--- src/rtl/cpu_pkg.sv ---
// rtl/cpu_pkg.sv - shared loader state encoding and region constants
package cpu_pkg;

    typedef enum logic [1:0] {
        ST_IDLE = 2'd0,
        ST_LOAD = 2'd1,
        ST_DONE = 2'd2,
        ST_ERR  = 2'd3
    } upg_state_t;

    localparam int REG_IMEM            = 0;
    localparam int REG_DMEM            = 1;
    localparam int DEFAULT_TIMEOUT_CYC = 1000000;

endpackage

--- src/rtl/upg_word_assembler.sv ---
// rtl/upg_word_assembler.sv - packs a byte stream into little-endian words
module upg_word_assembler import cpu_pkg::*; #(
    parameter int DATA_W = 32
) (
    input  logic              clk,
    input  logic              rst_n,
    input  logic              clr,
    input  logic              byte_valid,
    input  logic [7:0]        byte_data,
    output logic              word_valid,
    output logic [DATA_W-1:0] word,
    output logic              partial
);

    localparam int N_BYTES = DATA_W / 8;
    localparam int IDX_W   = (N_BYTES > 1) ? $clog2(N_BYTES) : 1;
    localparam logic [IDX_W-1:0] LAST_IDX = IDX_W'(N_BYTES - 1);

    logic [IDX_W-1:0] byte_idx;

    // Lanes are written in place, so the word is complete the cycle after its last byte
    always_ff @(posedge clk) begin
        if (!rst_n) begin
            byte_idx   <= '0;
            word_valid <= 1'b0;
            word       <= '0;
        end else begin
            word_valid <= 1'b0;
            if (clr) begin
                byte_idx <= '0;
            end else if (byte_valid) begin
                word[{byte_idx, 3'b000} +: 8] <= byte_data;
                if (byte_idx == LAST_IDX) begin
                    byte_idx   <= '0;
                    word_valid <= 1'b1;
                end else begin
                    byte_idx <= byte_idx + IDX_W'(1);
                end
            end
        end
    end

    assign partial = (byte_idx != '0);

endmodule

--- src/rtl/upg_loader.sv ---
// rtl/upg_loader.sv - UART image loader streaming words into memory regions
module upg_loader import cpu_pkg::*; #(
    parameter int DATA_W      = 32,
    parameter int ADDR_W      = 14,
    parameter int N_REGIONS   = 2,
    parameter int RSEL_W      = 1,
    parameter int TIMEOUT_CYC = DEFAULT_TIMEOUT_CYC
) (
    input  logic                     clk,
    input  logic                     rst_n,
    input  logic                     start_i,
    input  logic [7:0]               rx_data_i,
    input  logic                     rx_valid_i,
    output logic                     upg_wen_o,
    output logic [RSEL_W+ADDR_W-1:0] upg_adr_o,
    output logic [DATA_W-1:0]        upg_dat_o,
    output logic                     upg_done_o,
    output logic                     upg_err_o,
    output logic                     busy_o,
    output logic                     cpu_rst_o,
    output logic [RSEL_W+ADDR_W:0]   word_cnt_o
);

    localparam int CW   = RSEL_W + ADDR_W + 1;
    localparam int TO_W = (TIMEOUT_CYC > 1) ? $clog2(TIMEOUT_CYC) : 1;
    localparam logic [TO_W-1:0]   TO_LAST     = TO_W'(TIMEOUT_CYC - 1);
    localparam logic [ADDR_W-1:0] ADDR_LAST   = '1;
    localparam logic [RSEL_W-1:0] REGION_LAST = RSEL_W'(N_REGIONS - 1);

    upg_state_t        state, state_nxt;
    logic              start_q, start_edge, in_load, byte_acc;
    logic              word_valid, partial, last_word, timeout, got_byte;
    logic [DATA_W-1:0] word;
    logic [RSEL_W-1:0] region;
    logic [ADDR_W-1:0] word_addr;
    logic [CW-1:0]     word_cnt;
    logic [TO_W-1:0]   to_cnt;

    assign start_edge = start_i && !start_q;
    assign in_load    = (state == ST_LOAD);
    assign byte_acc   = rx_valid_i && in_load && !start_edge;
    assign last_word  = word_valid && (word_addr == ADDR_LAST) && (region == REGION_LAST);
    assign timeout    = in_load && got_byte && !byte_acc && (to_cnt == TO_LAST);

    upg_word_assembler #(.DATA_W(DATA_W)) u_asm (
        .clk        (clk),
        .rst_n      (rst_n),
        .clr        (start_edge),
        .byte_valid (byte_acc),
        .byte_data  (rx_data_i),
        .word_valid (word_valid),
        .word       (word),
        .partial    (partial)
    );

    always_ff @(posedge clk) begin
        if (!rst_n) begin
            state   <= ST_IDLE;
            start_q <= 1'b0;
        end else begin
            state   <= state_nxt;
            start_q <= start_i;
        end
    end

    always_comb begin
        state_nxt = state;
        if (start_edge) begin
            state_nxt = ST_LOAD;
        end else if (in_load) begin
            if (last_word) begin
                state_nxt = ST_DONE;
            end else if (timeout) begin
                state_nxt = partial ? ST_ERR : ST_DONE;
            end
        end
    end

    // Idle counting only starts once the first byte has arrived
    always_ff @(posedge clk) begin
        if (!rst_n || start_edge) begin
            region    <= '0;
            word_addr <= '0;
            word_cnt  <= '0;
            to_cnt    <= '0;
            got_byte  <= 1'b0;
        end else if (in_load) begin
            if (word_valid) begin
                word_cnt <= word_cnt + CW'(1);
                if (word_addr == ADDR_LAST) begin
                    word_addr <= '0;
                    if (region != REGION_LAST) begin
                        region <= region + RSEL_W'(1);
                    end
                end else begin
                    word_addr <= word_addr + ADDR_W'(1);
                end
            end
            if (byte_acc) begin
                to_cnt   <= '0;
                got_byte <= 1'b1;
            end else if (got_byte && to_cnt != TO_LAST) begin
                to_cnt <= to_cnt + TO_W'(1);
            end
        end
    end

    assign upg_wen_o  = word_valid && in_load;
    assign upg_adr_o  = {region, word_addr};
    assign upg_dat_o  = word;
    assign upg_done_o = (state == ST_DONE);
    assign upg_err_o  = (state == ST_ERR);
    assign busy_o     = in_load;
    assign cpu_rst_o  = in_load;
    assign word_cnt_o = word_cnt;

endmodule

--- config.mk ---
export PLATFORM = sky130hd
export DESIGN_NAME = upg_loader
export DESIGN_NICKNAME = d
export VERILOG_FILES = /design/src/rtl/cpu_pkg.sv /design/src/rtl/upg_word_assembler.sv /design/src/rtl/upg_loader.sv
export SDC_FILE = /design/constraint.sdc
export NUM_CORES = 1
export LEC_CHECK = 0
export ABC_AREA = 1
export BUFFER_PORTS_ARGS = -buffer_cell sky130_fd_sc_hd__buf_2
export CORE_ASPECT_RATIO = 0.9
export CORE_MARGIN = 4
export CORE_UTILIZATION = 35
export DETAILED_ROUTE_END_ITERATION = 10
export GPL_TIMING_DRIVEN = 0
export SYNTH_ARGS = -nofsm -noshare
export SYNTH_HDL_FRONTEND = slang
export SYNTH_HIERARCHICAL = 1
export SYNTH_SLANG_ARGS = --single-unit
--- constraint.sdc ---
create_clock -name clk -period 1.8 [get_ports clk]
set_clock_uncertainty 0.15 [all_clocks]
set_input_delay 0.36 -clock clk [delete_from_list [all_inputs] [get_ports clk]]
set_output_delay 0.36 -clock clk [all_outputs]
set_load 0.02 [all_outputs]
# Word level (Yosys, flattened, before mapping)
# Index checks and enable logic that the tools add are counted.
dict set report word_totals {
  reg_bits 90
  in_bits 12
  elab_cells 70
}
dict set report classes {
  n_addsub 6
  eq_ne 7
  shifts 2
  muxes 12
  n_bitwise 3
  reduce_logical 29
}
# cell count
set op_table {}
lappend op_table {{2-to-1 mux 20 bit} 2}
lappend op_table {{bitwise mux 32 bit} 1}
lappend op_table {{variable shift 8 x 7 -> 32 bit, first input constant} 1}
lappend op_table {{indexed part select 8 x 7 -> 32 bit} 1}
lappend op_table {{adder 20 x 1 -> 20 bit, second input constant} 1}
lappend op_table {{equality test 20 bit, second input constant} 1}
lappend op_table {{inequality test 20 bit, second input constant} 1}
lappend op_table {{adder 16 x 1 -> 16 bit, second input constant} 1}
lappend op_table {{adder 14 x 1 -> 14 bit, second input constant} 1}
lappend op_table {{equality test 14 bit, second input constant} 1}
lappend op_table {{2-to-1 mux 14 bit} 1}
lappend op_table {{AND reduction 2 bit} 6}
lappend op_table {{logical AND 1 bit} 10}
lappend op_table {{nonzero test 2 bit} 4}
lappend op_table {{negation 5 -> 7 bit} 1}
lappend op_table {{equality test 2 bit, second input constant} 3}
lappend op_table {{2-to-1 mux 2 bit} 3}
lappend op_table {{2-to-1 mux 1 bit} 5}
lappend op_table {{zero test 1 bit} 4}
lappend op_table {{NOT 1 bit} 3}
lappend op_table {{AND reduction 3 bit} 1}
lappend op_table {{nonzero test 3 bit} 1}
lappend op_table {{OR reduction 3 bit} 1}
lappend op_table {{adder 2 x 1 -> 2 bit, second input constant} 1}
lappend op_table {{4 further kinds} 4}

# Depth between registers and ports, before layout
dict set report logic_depth {
  depth_word 11
  mapped_depth 11
  mapped_depth_nobuf 11
}

# Modules after synthesis
# Netlist, hierarchy kept.
# mod n_inst cells_each area_per_inst_um2
set by_module_without_submodules {}
lappend by_module_without_submodules {upg_loader 1 446 2972.9}
lappend by_module_without_submodules {upg_word_assembler 1 195 1537.7}

# Least setup slack after synthesis
# Ideal clock, no wire load.
dict set report synth_path {
  path_kind {register to register}
  from {reg state[0]}
  to {reg u_asm.word[0]}
  arrival_ns 1.750
  setup_slack_ns -0.171
  path_stages_with_launch 10
  n_path_buf 1
  synth_period_minus_slack_ns 1.971
  cell_sequence {dfxtp_1 -> inv_2 -> nor2_4 -> nand3_1 -> inv_1 -> buf_6 -> nand3_4 -> nor2_4 -> nand2_1 -> a21oi_1}
}
dict set report synth_between {
  elab_chain_len 4
}
# item line
set synth_lines {}
lappend synth_lines {{start: declaration} upg_loader.sv:30} ;# upg_state_t state, state_nxt;
lappend synth_lines {{start signal: assignment} upg_loader.sv:61} ;# state <= state_nxt;
lappend synth_lines {{equality test 2 x 1 -> 1 bit} upg_loader.sv:40} ;# assign in_load = (state == ST_LOAD);
lappend synth_lines {{via busy_o} upg_loader.sv:19} ;# output logic busy_o,
lappend synth_lines {{logical AND 1 bit (2 in a row)} upg_loader.sv:41} ;# assign byte_acc = rx_valid_i && in_load && !start_edge;
lappend synth_lines {{via byte_acc} upg_loader.sv:31} ;# logic start_q, start_edge, in_load, byte_acc;
lappend synth_lines {{AND reduction 2 bit (no source line)} n/a}
lappend synth_lines {{end signal: indexed assignment} upg_word_assembler.sv:32} ;# word[{byte_idx, 3'b000} +: 8] <= byte_data;
lappend synth_lines {{end: declaration} upg_word_assembler.sv:11} ;# output logic [DATA_W-1:0] word,
# The timed path passes the listed nets, and every way through them passes these cells.
# A chain may end at the register's enable or synchronous reset.

# Worst setup path after layout
dict set report layout_path {
  from {reg state[0]}
  to {out upg_wen_o}
}
dict set report layout_between {
  elab_chain_len 2
}
# item line
set layout_lines {}
lappend layout_lines {{equality test 2 x 1 -> 1 bit} upg_loader.sv:40}
lappend layout_lines {{logical AND 1 bit} upg_loader.sv:108} ;# assign upg_wen_o = word_valid && in_load;
lappend layout_lines {{end: declaration} upg_loader.sv:14} ;# output logic upg_wen_o,
# Every way passes these cells.

==> results.md <==
* Diodes inserted at 0
* Slew Viols, Final at 0
* Core ar. at approximately 13000 sq um
* Post-Syn Instances at ~640
* Dpl hpwl at 8.59 mm
* FF+latch count, synth at 90
* CTS sink count at 90
* DRT Wirelength at 11.8 mm
* Mean post-synth cell area at 7.04 sq um
* CP required at about 1.3 ns
* Ys Warns at 6
* VDD IR max at between 500 and 600 uV
* Number of port buffers at slightly below 80
* DRT iter0 DRCs at 265
* Most frequent cells in the layout: nand2_1, dfxtp_1, buf_2
* Delay-heaviest family, CP: buffers and inverters
* FMAX at 0.558 GHz
* Status: complete, no violations
* Final Setup Violations at 0
* Post-synth top flop: dfxtp_1
* Setup repair after global routing missed its margin: yes
* Setup ws final at between 0.006 and 0.007 ns
* Final hold vios at 0
* Pleak at 2.46 nW
* Die area at 14800 sq um
* Post-synth EDFFs at 0
* Crit. Startpoint: state[0]$_SDFFE_PN0P_
* Critical path endpoint category: primary output
* R2r startpoint: state[0]$_SDFFE_PN0P_
* CP Launch Type: register
* Worst Path Arrival at 1.28 ns
* Sw Pwr at 0.000931 W
* Syn nets at 662
* Initial antenna violation count at 0
* I/O pins at 80
* Largest net degree at the start of global routing at 14
* Max clock buf depth at 2
* Fraction of layout instances using a drive strength above 1 at 0.283
* Crit path max fanout at 3
* Worst Tran Pin Value at 0.575 ns
* Crit Path Category: reg -> out
* FILL cells at ~1200
* Total power at approximately 0.0042 W
* Asr flop ratio synth at 0
* DR WL/cell at 12.8 um
* Number of global-route vias before repair at 4209
* Netlist cell types at 34
* TritonRoute pass-1 iters at 4
* Seq/Total Area, Yosys at 0.399
* Area grow syn2layout at 31.2%
* Total grt overflow at 0
* CTS Buf Count at 9
* Vias per cell at about 4.7
* Sw frac at 0.222
* Final ANT Viol Nets at 0
* Post-layout util at 0.468
* Clk Latency, worst-skew pair at 0.34 ns
* Rows at 39
* Internal power at 0.00326 W
* Global-route usage over all layers at 0.161
* Area leader, netlist: dfxtp_1
* Final cell count without fillers at ~920
* Post-Syn Area at roughly 4500 sq um
* CP cell instances: inv_2 > nor2_4 > buf_12 > nand2_8 > inv_4 > buf_6 > buf_4
* Leading cell type in the layout, fill and taps excluded: nand2_1
* Clk Tree Root Cell: clkbuf_16
* Min-delay src: start_i
* Worst min-delay path class: in -> reg
* Slowest stage delay, CP at 0.33 ns
* Placed insts at a little under 900
* CTS clk-pin slew, worst paths at 0.06 ns
* Initial Utilization at 0.357
* Final min period at 1.79 ns
* Gate power share at 0.057
* Power per cell area at 709 nW/um^2
* Final Cycle Share at 0.996
* Height of the die at 116 um
* Max H-tree Level at 3
* Slowest stage cell on the critical path: dfxtp_2
* Final-stage net count at about 780
* Horiz. Die Dim at 128 um
* Top cells by area, synth: dfxtp_1, nand2_1, a21oi_1, nor2_1, inv_1
* Routability cong. at between 0.8 and 0.9
* Via count at 4358
* First-pass GRT wire length at 19.5 mm
* Setup Slack @ Placement at -0.344 ns
* Relative slew margins at 0.616
* Min Hold Slack at 0.0755 ns
* Sequential Power Share at 0.478
* Clk pwr share at 0.465
* Critical path buffer and inverter count at 5
* DR DRC count at 0
* Max-cap viol count at 0
* CTS tree: built
* Synth top area share at 0.399
-- flip-flops by register name, indices dropped and copies added (netlist names) --
name,cells
word_cnt_o,16
u_asm/byte_idx,2
state,2
u_asm/word,32
word_addr,14
region,1
to_cnt,20
got_byte,1
u_asm/word_valid,1
start_q,1
-- cells by family (layout without fill, tap and decap cells) --
logic type,after synthesis,in the layout,share of synthesized area
AO/OA/AOI/OAI,94,94,0.110
AND/OR/NAND/NOR,345,345,0.358
adder cells (fa/ha/maj),9,9,0.0250
flip-flops,90,90,0.399
buffers and inverters,93,211,0.0888
XOR/XNOR,10,10,0.0194
-- per-stage QoR --
| step | area, sq um | TNS (ns) |
|---|---|---|
| 3_5_place_dp | 5120 | -14.44 |
| 6_report | 5920 | 0 |
| 2_1_floorplan | 4520 | 0 |
| 4_1_cts | 5630 | 0 |
| 3_3_place_gp | 5120 | -11.52 |
| 5_1_grt | 5920 | -0.373 |
-- power groups by stage --
stage | combinational (W) | clock, W | sequential [W]
2_1_floorplan | 0.000133 | 0 | 0.00206
3_3_place_gp | 0.000197 | 0 | 0.00205
3_5_place_dp | 0.000199 | 0 | 0.00205
4_1_cts | 0.000224 | 0.00199 | 0.00201
5_1_grt | 0.000265 | 0.00206 | 0.00200
6_report | 0.000240 | 0.00195 | 0.00200
-- final cells by class --
| class | instances | area, sq um | area share |
|---|---|---|---|
| Tap cell | 164 | 205 | 0.0347 |
| Sequential cell | 90 | 1820 | 0.308 |
| Inverter | 77 | 297 | 0.0501 |
| Clock inverter | 2 | 35.0 | 0.00592 |
| Buffer | 15 | 123 | 0.0207 |
| Clock buffer | 13 | 270 | 0.0457 |
| Timing Repair Buffer | 104 | 614 | 0.104 |
| Multi-Input combinational cell | 458 | 2550 | 0.431 |
-- timing repair --
item / 4_1_cts / 5_1_grt
hold buffers: 0 / 0
gates cloned: 0 / 0
resized for setup: 26 / 60
setup buffers: 15 / 10
pin swaps: 7 / 18
setup endpoints to repair: 77 / 75
-- synthesized netlist by cell type (2+ instances only) --
cell      instances
dfxtp_1          90
nor3_1           17
nor2_2            2
xnor2_1           2
nor2_4            9
inv_2             3
nand3_4           4
nand3_1          38
xor2_1            8
o21ai_0          13
inv_1            74
and3_1            2
nand4_1           9
buf_2             2
ha_1              9
buf_6             5
a211oi_1          4
buf_4             3
nand2_2           6
a21oi_1          71
nand2_1         171
clkbuf_1          6
nand2_4           3
nand3_2           2
nor2_1           77
o21bai_1          3
-- tightest hold or removal path, stage by stage --
cell,delay [ns]
buf_2,0.10
nand2_1,0.05
inv_1,0.04
-- final timing paths --
| check | endpoint | slack (ns) | depth (start not counted) |
|---|---|---|---|
| worst max-delay path | upg_wen_o | 0.007 | 7 |
| worst min-delay path | start_q$_SDFF_PN0_ | 0.08 | 3 |
| worst max register to register | word_cnt_o[13]$_SDFFE_PP0P_ | 0.02 | 11 |
| worst min register to register | u_asm/word[19]$_SDFFE_PN0P_ | 0.31 | 2 |
-- per-layer routing --
layer | global-route usage | wire length, um
met1 | 0.210 | 5510
met3 | 0.0313 | 433
met5 | 0 | 0
met2 | 0.260 | 5610
met4 | 0.0700 | 229
Power figures use the tool's default switching activity.
